## src/rtl/ps2_key_decoder_pkg.sv

```systemverilog
// Shared scan-code constants, prefix-state type and the Set-2 letter lookup
// for the PS/2 key decoder.
package ps2_pkg;

  localparam int unsigned LETTER_W = 5;

  localparam logic [7:0] SC_BRK = 8'hF0;
  localparam logic [7:0] SC_EXT = 8'hE0;
  localparam logic [7:0] SC_ESC = 8'h76;

  typedef enum logic [1:0] {
    StIdle,
    StBrk,
    StExt,
    StExtBrk
  } prefix_state_e;

  // Returns {is_letter, idx}; idx is 0 for A through 25 for Z.
  function automatic logic [LETTER_W:0] sc_to_letter(input logic [7:0] code);
    logic [LETTER_W:0] res;
    res = '0;
    case (code)
      8'h1C: res = {1'b1, 5'd0};
      8'h32: res = {1'b1, 5'd1};
      8'h21: res = {1'b1, 5'd2};
      8'h23: res = {1'b1, 5'd3};
      8'h24: res = {1'b1, 5'd4};
      8'h2B: res = {1'b1, 5'd5};
      8'h34: res = {1'b1, 5'd6};
      8'h33: res = {1'b1, 5'd7};
      8'h43: res = {1'b1, 5'd8};
      8'h3B: res = {1'b1, 5'd9};
      8'h42: res = {1'b1, 5'd10};
      8'h4B: res = {1'b1, 5'd11};
      8'h3A: res = {1'b1, 5'd12};
      8'h31: res = {1'b1, 5'd13};
      8'h44: res = {1'b1, 5'd14};
      8'h4D: res = {1'b1, 5'd15};
      8'h15: res = {1'b1, 5'd16};
      8'h2D: res = {1'b1, 5'd17};
      8'h1B: res = {1'b1, 5'd18};
      8'h2C: res = {1'b1, 5'd19};
      8'h3C: res = {1'b1, 5'd20};
      8'h2A: res = {1'b1, 5'd21};
      8'h1D: res = {1'b1, 5'd22};
      8'h22: res = {1'b1, 5'd23};
      8'h35: res = {1'b1, 5'd24};
      8'h1A: res = {1'b1, 5'd25};
      default: res = '0;
    endcase
    return res;
  endfunction

endpackage

```

## src/rtl/ps2_key_decoder_if.sv

```systemverilog
// Valid/ready letter stream from the key decoder toward the rotor core.
interface ps2_key_decoder_if;
  import ps2_pkg::*;

  logic [LETTER_W-1:0] out_letter;
  logic                out_valid;
  logic                out_ready;

  modport master (
    output out_letter,
    output out_valid,
    input  out_ready
  );

  modport slave (
    input  out_letter,
    input  out_valid,
    output out_ready
  );

endinterface

```

## src/rtl/ps2_key_decoder_fifo.sv

```systemverilog
// Show-ahead circular letter FIFO with flush and sticky overflow.
module key_fifo #(
  parameter int unsigned Depth = 4,
  parameter int unsigned Width = 5
) (
  input  logic                     clk,
  input  logic                     rst_n,
  input  logic                     i_push,
  input  logic [Width-1:0]         i_data,
  input  logic                     i_pop,
  input  logic                     i_flush,
  output logic [Width-1:0]         o_data,
  output logic [$clog2(Depth):0]   o_count,
  output logic                     o_overflow
);

  localparam int unsigned PtrW = $clog2(Depth);
  localparam int unsigned CntW = PtrW + 1;
  localparam logic [PtrW-1:0] PtrOne  = PtrW'(1);
  localparam logic [CntW-1:0] CntOne  = CntW'(1);
  localparam logic [CntW-1:0] CntFull = CntW'(Depth);

  logic [Width-1:0] r_mem [Depth];
  logic [PtrW-1:0]  r_wr_ptr;
  logic [PtrW-1:0]  r_rd_ptr;
  logic [CntW-1:0]  r_count;
  logic             r_overflow;

  logic w_empty;
  logic w_full;
  logic w_pop;
  logic w_push_ok;

  assign w_empty   = (r_count == '0);
  assign w_full    = (r_count == CntFull);
  assign w_pop     = i_pop && !w_empty;
  // A pop in the same cycle frees the slot the push needs.
  assign w_push_ok = i_push && (!w_full || w_pop);

  always_ff @(posedge clk or negedge rst_n) begin
    if (!rst_n) begin
      for (int i = 0; i < int'(Depth); i++) begin
        r_mem[i] <= '0;
      end
      r_wr_ptr   <= '0;
      r_rd_ptr   <= '0;
      r_count    <= '0;
      r_overflow <= 1'b0;
    end else if (i_flush) begin
      r_wr_ptr <= '0;
      r_rd_ptr <= '0;
      r_count  <= '0;
    end else begin
      if (w_push_ok) begin
        r_mem[r_wr_ptr] <= i_data;
        r_wr_ptr        <= r_wr_ptr + PtrOne;
      end
      if (w_pop) begin
        r_rd_ptr <= r_rd_ptr + PtrOne;
      end
      if (w_push_ok && !w_pop) begin
        r_count <= r_count + CntOne;
      end else if (!w_push_ok && w_pop) begin
        r_count <= r_count - CntOne;
      end
      if (i_push && !w_push_ok) begin
        r_overflow <= 1'b1;
      end
    end
  end

  assign o_data     = r_mem[r_rd_ptr];
  assign o_count    = r_count;
  assign o_overflow = r_overflow;

endmodule

```

## src/rtl/ps2_key_decoder.sv

```systemverilog
// Set-2 scan-code interpreter: prefix FSM, typematic suppression, letter
// mapping into a small FIFO, and an Esc clear pulse.
module ps2_key_decoder
  import ps2_pkg::*;
#(
  parameter int unsigned FIFO_DEPTH = 4
) (
  input  logic                    clk,
  input  logic                    rst_n,
  input  logic [7:0]              kcode,
  input  logic                    kvalid,
  ps2_key_decoder_if.master       out_if,
  output logic                    clear,
  output logic                    overflow
);

  prefix_state_e r_state;
  prefix_state_e w_state_next;

  logic [7:0]                r_held_code;
  logic                      r_held_v;
  logic                      r_clear;

  logic                      w_make;
  logic                      w_break;
  logic                      w_repeat;
  logic                      w_new_make;
  logic [LETTER_W:0]         w_map;
  logic                      w_push;
  logic                      w_flush;
  logic                      w_pop;
  logic [LETTER_W-1:0]       w_head;
  logic [$clog2(FIFO_DEPTH):0] w_count;

  always_ff @(posedge clk or negedge rst_n) begin
    if (!rst_n) begin
      r_state <= StIdle;
    end else begin
      r_state <= w_state_next;
    end
  end

  always_comb begin
    w_state_next = r_state;
    if (kvalid) begin
      unique case (r_state)
        StIdle: begin
          if (kcode == SC_BRK) begin
            w_state_next = StBrk;
          end else if (kcode == SC_EXT) begin
            w_state_next = StExt;
          end
        end
        StBrk:    w_state_next = StIdle;
        StExt:    w_state_next = (kcode == SC_BRK) ? StExtBrk : StIdle;
        StExtBrk: w_state_next = StIdle;
        default:  w_state_next = StIdle;
      endcase
    end
  end

  always_comb begin
    w_make  = 1'b0;
    w_break = 1'b0;
    if (kvalid) begin
      unique case (r_state)
        StIdle:  w_make  = (kcode != SC_BRK) && (kcode != SC_EXT);
        StBrk:   w_break = 1'b1;
        default: begin
          w_make  = 1'b0;
          w_break = 1'b0;
        end
      endcase
    end
  end

  assign w_repeat   = r_held_v && (kcode == r_held_code);
  assign w_new_make = w_make && !w_repeat;
  assign w_map      = sc_to_letter(kcode);
  assign w_push     = w_new_make && w_map[LETTER_W];
  assign w_flush    = w_new_make && (kcode == SC_ESC);
  assign w_pop      = out_if.out_valid && out_if.out_ready;

  always_ff @(posedge clk or negedge rst_n) begin
    if (!rst_n) begin
      r_held_code <= '0;
      r_held_v    <= 1'b0;
      r_clear     <= 1'b0;
    end else begin
      r_clear <= w_flush;
      if (w_new_make) begin
        r_held_code <= kcode;
        r_held_v    <= 1'b1;
      end else if (w_break && w_repeat) begin
        r_held_v <= 1'b0;
      end
    end
  end

  key_fifo #(
    .Depth (FIFO_DEPTH),
    .Width (LETTER_W)
  ) u_fifo (
    .clk        (clk),
    .rst_n      (rst_n),
    .i_push     (w_push),
    .i_data     (w_map[LETTER_W-1:0]),
    .i_pop      (w_pop),
    .i_flush    (w_flush),
    .o_data     (w_head),
    .o_count    (w_count),
    .o_overflow (overflow)
  );

  assign out_if.out_letter = w_head;
  assign out_if.out_valid  = (w_count != '0);
  assign clear             = r_clear;

endmodule

```

## src/flat_wrapper.sv

```systemverilog
// flat-port wrapper written by rule: the top's interface ports become plain ports
module ps2_key_decoder_flat import ps2_pkg::*;
#(
  parameter int unsigned FIFO_DEPTH = 4
)
  (clk, rst_n, kcode, kvalid, clear, overflow, out_if_out_letter, out_if_out_valid, out_if_out_ready);
  ps2_key_decoder_if out_if_i ();
  input  logic clk;
  input  logic rst_n;
  input  logic [7:0] kcode;
  input  logic kvalid;
  output logic clear;
  output logic overflow;
  output wire logic [$bits(out_if_i.out_letter)-1:0] out_if_out_letter;
  output wire logic [$bits(out_if_i.out_valid)-1:0] out_if_out_valid;
  input wire logic [$bits(out_if_i.out_ready)-1:0] out_if_out_ready;
  assign out_if_out_letter = out_if_i.out_letter;
  assign out_if_out_valid = out_if_i.out_valid;
  assign out_if_i.out_ready = out_if_out_ready;
  ps2_key_decoder #(.FIFO_DEPTH(FIFO_DEPTH)) u_core (.clk(clk), .rst_n(rst_n), .kcode(kcode), .kvalid(kvalid), .out_if(out_if_i), .clear(clear), .overflow(overflow));
endmodule
```

## config.mk

```make
export PLATFORM = sky130hd
export DESIGN_NAME = ps2_key_decoder_flat
export DESIGN_NICKNAME = d
export VERILOG_FILES = /design/src/rtl/ps2_key_decoder_pkg.sv /design/src/rtl/ps2_key_decoder_if.sv /design/src/rtl/ps2_key_decoder_fifo.sv /design/src/rtl/ps2_key_decoder.sv /design/src/flat_wrapper.sv
export SDC_FILE = /design/constraint.sdc
export NUM_CORES = 1
export LEC_CHECK = 0
export ABC_AREA = 1
export BUFFER_PORTS_ARGS = -buffer_cell sky130_fd_sc_hd__buf_2
export CAP_MARGIN = 20
export CORE_ASPECT_RATIO = 0.5
export CORE_UTILIZATION = 35
export DETAILED_ROUTE_END_ITERATION = 6
export SETUP_SLACK_MARGIN = 0.3
export SLEW_MARGIN = 20
export SYNTH_ARGS = -nofsm -noshare
export SYNTH_HDL_FRONTEND = slang
export SYNTH_SLANG_ARGS = --single-unit
```

## constraint.sdc

```tcl
create_clock -name clk -period 4.6 [get_ports clk]
set_clock_uncertainty 0.05 [all_clocks]
set_input_delay 0.46 -clock clk [delete_from_list [all_inputs] [get_ports clk]]
set_output_delay 0.46 -clock clk [all_outputs]
set_load 0.005 [all_outputs]
```

==> flow_metrics.py <==
metrics = {
    "outcome": {
        "status": "finished clean",
    },
    "synthesis": {
        "async_flop_share": 1.00,
        "synthCells": 353,
        "yosysTopAreaCellShare": 0.398,
        "yosys_warnings": 0,
        "synth_compound_area_frac": 0.183,
        "synth-edff-count": 0,
        "avgSynthCellArea_um2": 7.12,
        "synthMuxAreaShare": 0.00448,
        "ys.flop_type": "dfrtp_1",
        "synth_fa_ha_area_frac": 0.0328,
        "yosys.area_share.simple": 0.306,
        "synth_commonest_cells": "nand2_1 (110), o21ai_0 (49), dfrtp_1 (40)",
        "yosys_register_bits": 40,
        "synth_xor_area_frac": 0.00348,
        "synth_top_family_by_area": "simple AND/OR/NAND/NOR gates",
        "syn_area_um2": 2510,
        "syn-num-nets": 371,
        "synth_seq_area_share": 0.398,
        "yosysMostFrequentCell": "nand2_1",
        "yosysTopAreaCell": "dfrtp_1",
        "yosysUniqueCellTypes": 39,
        "synth_area_leaders": "dfrtp_1 (40%), nand2_1 (16%), o21ai_0 (9.8%)",
    },
    "finish": {
        "nets": 389,
        "layout-drive-gt1-share": 0.129,
        "antenna_cells": 0,
        "nFillCells": 707,
        "syn_to_final_growth_pct": 13.8,
        "final_area_um2": 2860,
    },
    "cts": {
        "cts.sinks": 40,
        "cts-root-buf": "clkbuf_16",
        "cts_tree": "built",
        "clock_path_buffers": 2,
        "post_cts_resized": 0,
        "clock_latency_ns": 0.29,
        "cts_buffers": 5,
        "htree_levels": 2,
        "cts_setup_buffers": 0,
        "clk_pin_slew_ns": 0.06,
        "hold_buffers": 0,
    },
    "timing": {
        "rsz0062_at_grt": "false",
        "finalCriticalPeriod_ns": 2.31,
        "finalCritPeriodShare": 0.503,
        "setup_tns_ns": 0,
        "timing.final.ws_setup_ns": 2.29,
        "tightest_slew_ns": 0.925,
        "slew_headroom": 0.384,
        "timing.fmax_mhz": 432,
        "hold_violations": 0,
        "setup_viol": 0,
        "maxSlewViolCount": 0,
    },
    "floorplan": {
        "die_x_um": 122,
        "start_util": 0.370,
        "die_y_um": 61.9,
        "design.portCount": 20,
        "fp.dieArea_um2": 7550,
        "core_area_um2": 6810,
        "num_rows": 21,
    },
    "drt": {
        "detailroute.via_count": 2381,
        "wire_per_inst_um": 14.2,
        "dr.pass1.iters": 4,
        "drtAntennaViolNets": 0,
        "wl_mm": 6.59,
        "first_iter_violations": 200,
        "drc": 0,
        "via_per_inst": 5.13,
    },
    "critical_path": {
        "crit_type": "in -> reg",
        "slowest_delay_ns": 0.38,
        "rr_worst_depth": 13,
        "cp.arrival_ns": 2.44,
        "crit_required_ns": 4.73,
        "cp-start-kind": "input pin",
        "path_buf_inv": 4,
        "crit_cells": 15,
        "path_cells": "buf_2 -> inv_2 -> nand2_1 -> nand2_1 -> nor2_1 -> nand3_1 -> o21bai_2 -> nor2_4 -> nand4_1 -> inv_1 -> fa_1 -> inv_1 -> nand2_1 -> nand3_1 -> nand2_1",
        "path_max_fanout": 16,
        "crit_path_end_kind": "flip-flop",
        "cpMostUsedCell": "nand2_1",
        "crit_family": "simple AND/OR/NAND/NOR gates",
        "worst_path_max_delay_cell": "fa_1",
    },
    "pwr": {
        "leakagePower_nw": 1.47,
        "p_per_area_nw_per_um2": 545,
        "p_total_mw": 1.56,
        "vdd.ir_drop.worst_uv": 163,
    },
    "placement": {
        "dp_hpwl_mm": 4.87,
        "placed_area_um2": 2680,
        "gp_congestion": 0.864,
        "portBuffers": 19,
        "dp_slack_ns": 2.02,
    },
    "grt": {
        "grt_pass1_vias": 2272,
        "antenna_found_initial": 0,
        "grt_max_degree": 41,
        "overflow": 0,
        "grt.total_usage": 0.198,
        "grt_pass1_wl_mm": 11.1,
    },
    "job": {
        "drv_cap": 0,
    },
    "min_path": {
        "min-delay-path-class": "in -> async",
    },
}
[placed cells by master, fill, tap and decap left out, types with 3 or more instances in the layout]
cell and instances:
nand3_1 22, o22ai_1 6, nor2_2 3, o21a_1 4, dfrtp_1 40, inv_2 7
inv_1 27, nor3_1 3, o21ai_0 49, ha_1 5, buf_2 19, nand2_2 3
o211ai_1 3, nand2_1 110, clkbuf_16 5, a21oi_1 11, nand4_1 4, nor2_1 28
[cells by family after synthesis]
| logic type | after synthesis |
|---|---|
| AO/OA/AOI/OAI | 82 |
| XOR/XNOR | 1 |
| adder cells (fa/ha/maj) | 6 |
| buffers and inverters | 44 |
| flip-flops | 40 |
| multiplexers | 1 |
| AND/OR/NAND/NOR | 179 |
[through the flow]
| stage | utilization | hold slack (ns) | instances |
|---|---|---|---|
| floorplan | - | 0.114 | 353 |
| global placement | 0.394 | 0.422 | 456 |
| detailed placement | 0.394 | 0.419 | 456 |
| CTS | 0.420 | 0.289 | 464 |
| global route | 0.420 | 0.343 | 464 |
| finish | 0.420 | 0.244 | 464 |
[worst paths after layout]
kind	from	end	slack [ns]
max in group asynchronous	rst_n	u_core.u_fifo.r_mem[16]$_DFFE_PN0P_	3.67
hold / removal	rst_n	u_core.r_held_code[2]$_DFFE_PN0P_	0.24
setup reg to reg	u_core.r_held_code[4]$_DFFE_PN0P_	u_core.u_fifo.o_count[2]$_DFFE_PN0P_	2.47
setup / recovery	kcode[3]	u_core.u_fifo.o_count[2]$_DFFE_PN0P_	2.29
hold reg to reg	u_core.u_fifo.r_mem[13]$_DFFE_PN0P_	u_core.u_fifo.r_mem[13]$_DFFE_PN0P_	0.44
min in group clk	kvalid	u_core.r_held_v$_DFFE_PN0P_	0.43
[flip-flops by register name, summed over array words and instances, names as in the netlist]
register / flops
u_core.clear: 1
u_core.r_held_code: 8
u_core.r_held_v: 1
u_core.r_state: 2
u_core.u_fifo.o_count: 3
u_core.u_fifo.o_overflow: 1
u_core.u_fifo.r_mem: 20
u_core.u_fifo.r_rd_ptr: 2
u_core.u_fifo.r_wr_ptr: 2
[power breakdown]
part	switching, mW	internal, mW	total (mW)	leakage, nW
Sequential	0.103	0.485	0.588	0.512
Combinational	0.340	0.208	0.548	0.866
Clock	0.153	0.272	0.425	0.0871
[per-layer routing]
metal	part of all wire	wire, um	GRT usage	vias up
met5	0	0	0	-
met4	0.012	77	0.0882	0
met3	0.024	160	0.0420	8
met2	0.47	3080	0.325	38
met1	0.50	3270	0.258	1133
li1	-	-	-	1202
[cell type report]
cell class                      instances  area (um^2)  share of cell area
Multi-Input combinational cell        269         1330               0.466
Sequential cell                        40         1000               0.350
Clock buffer                            6          139              0.0485
Inverter                               35          131              0.0459
Tap cell                               92          115              0.0402
Timing Repair Buffer                   20          103              0.0359
Clock inverter                          2         38.8              0.0136
No activity file was read; power rests on OpenSTA's default activity.
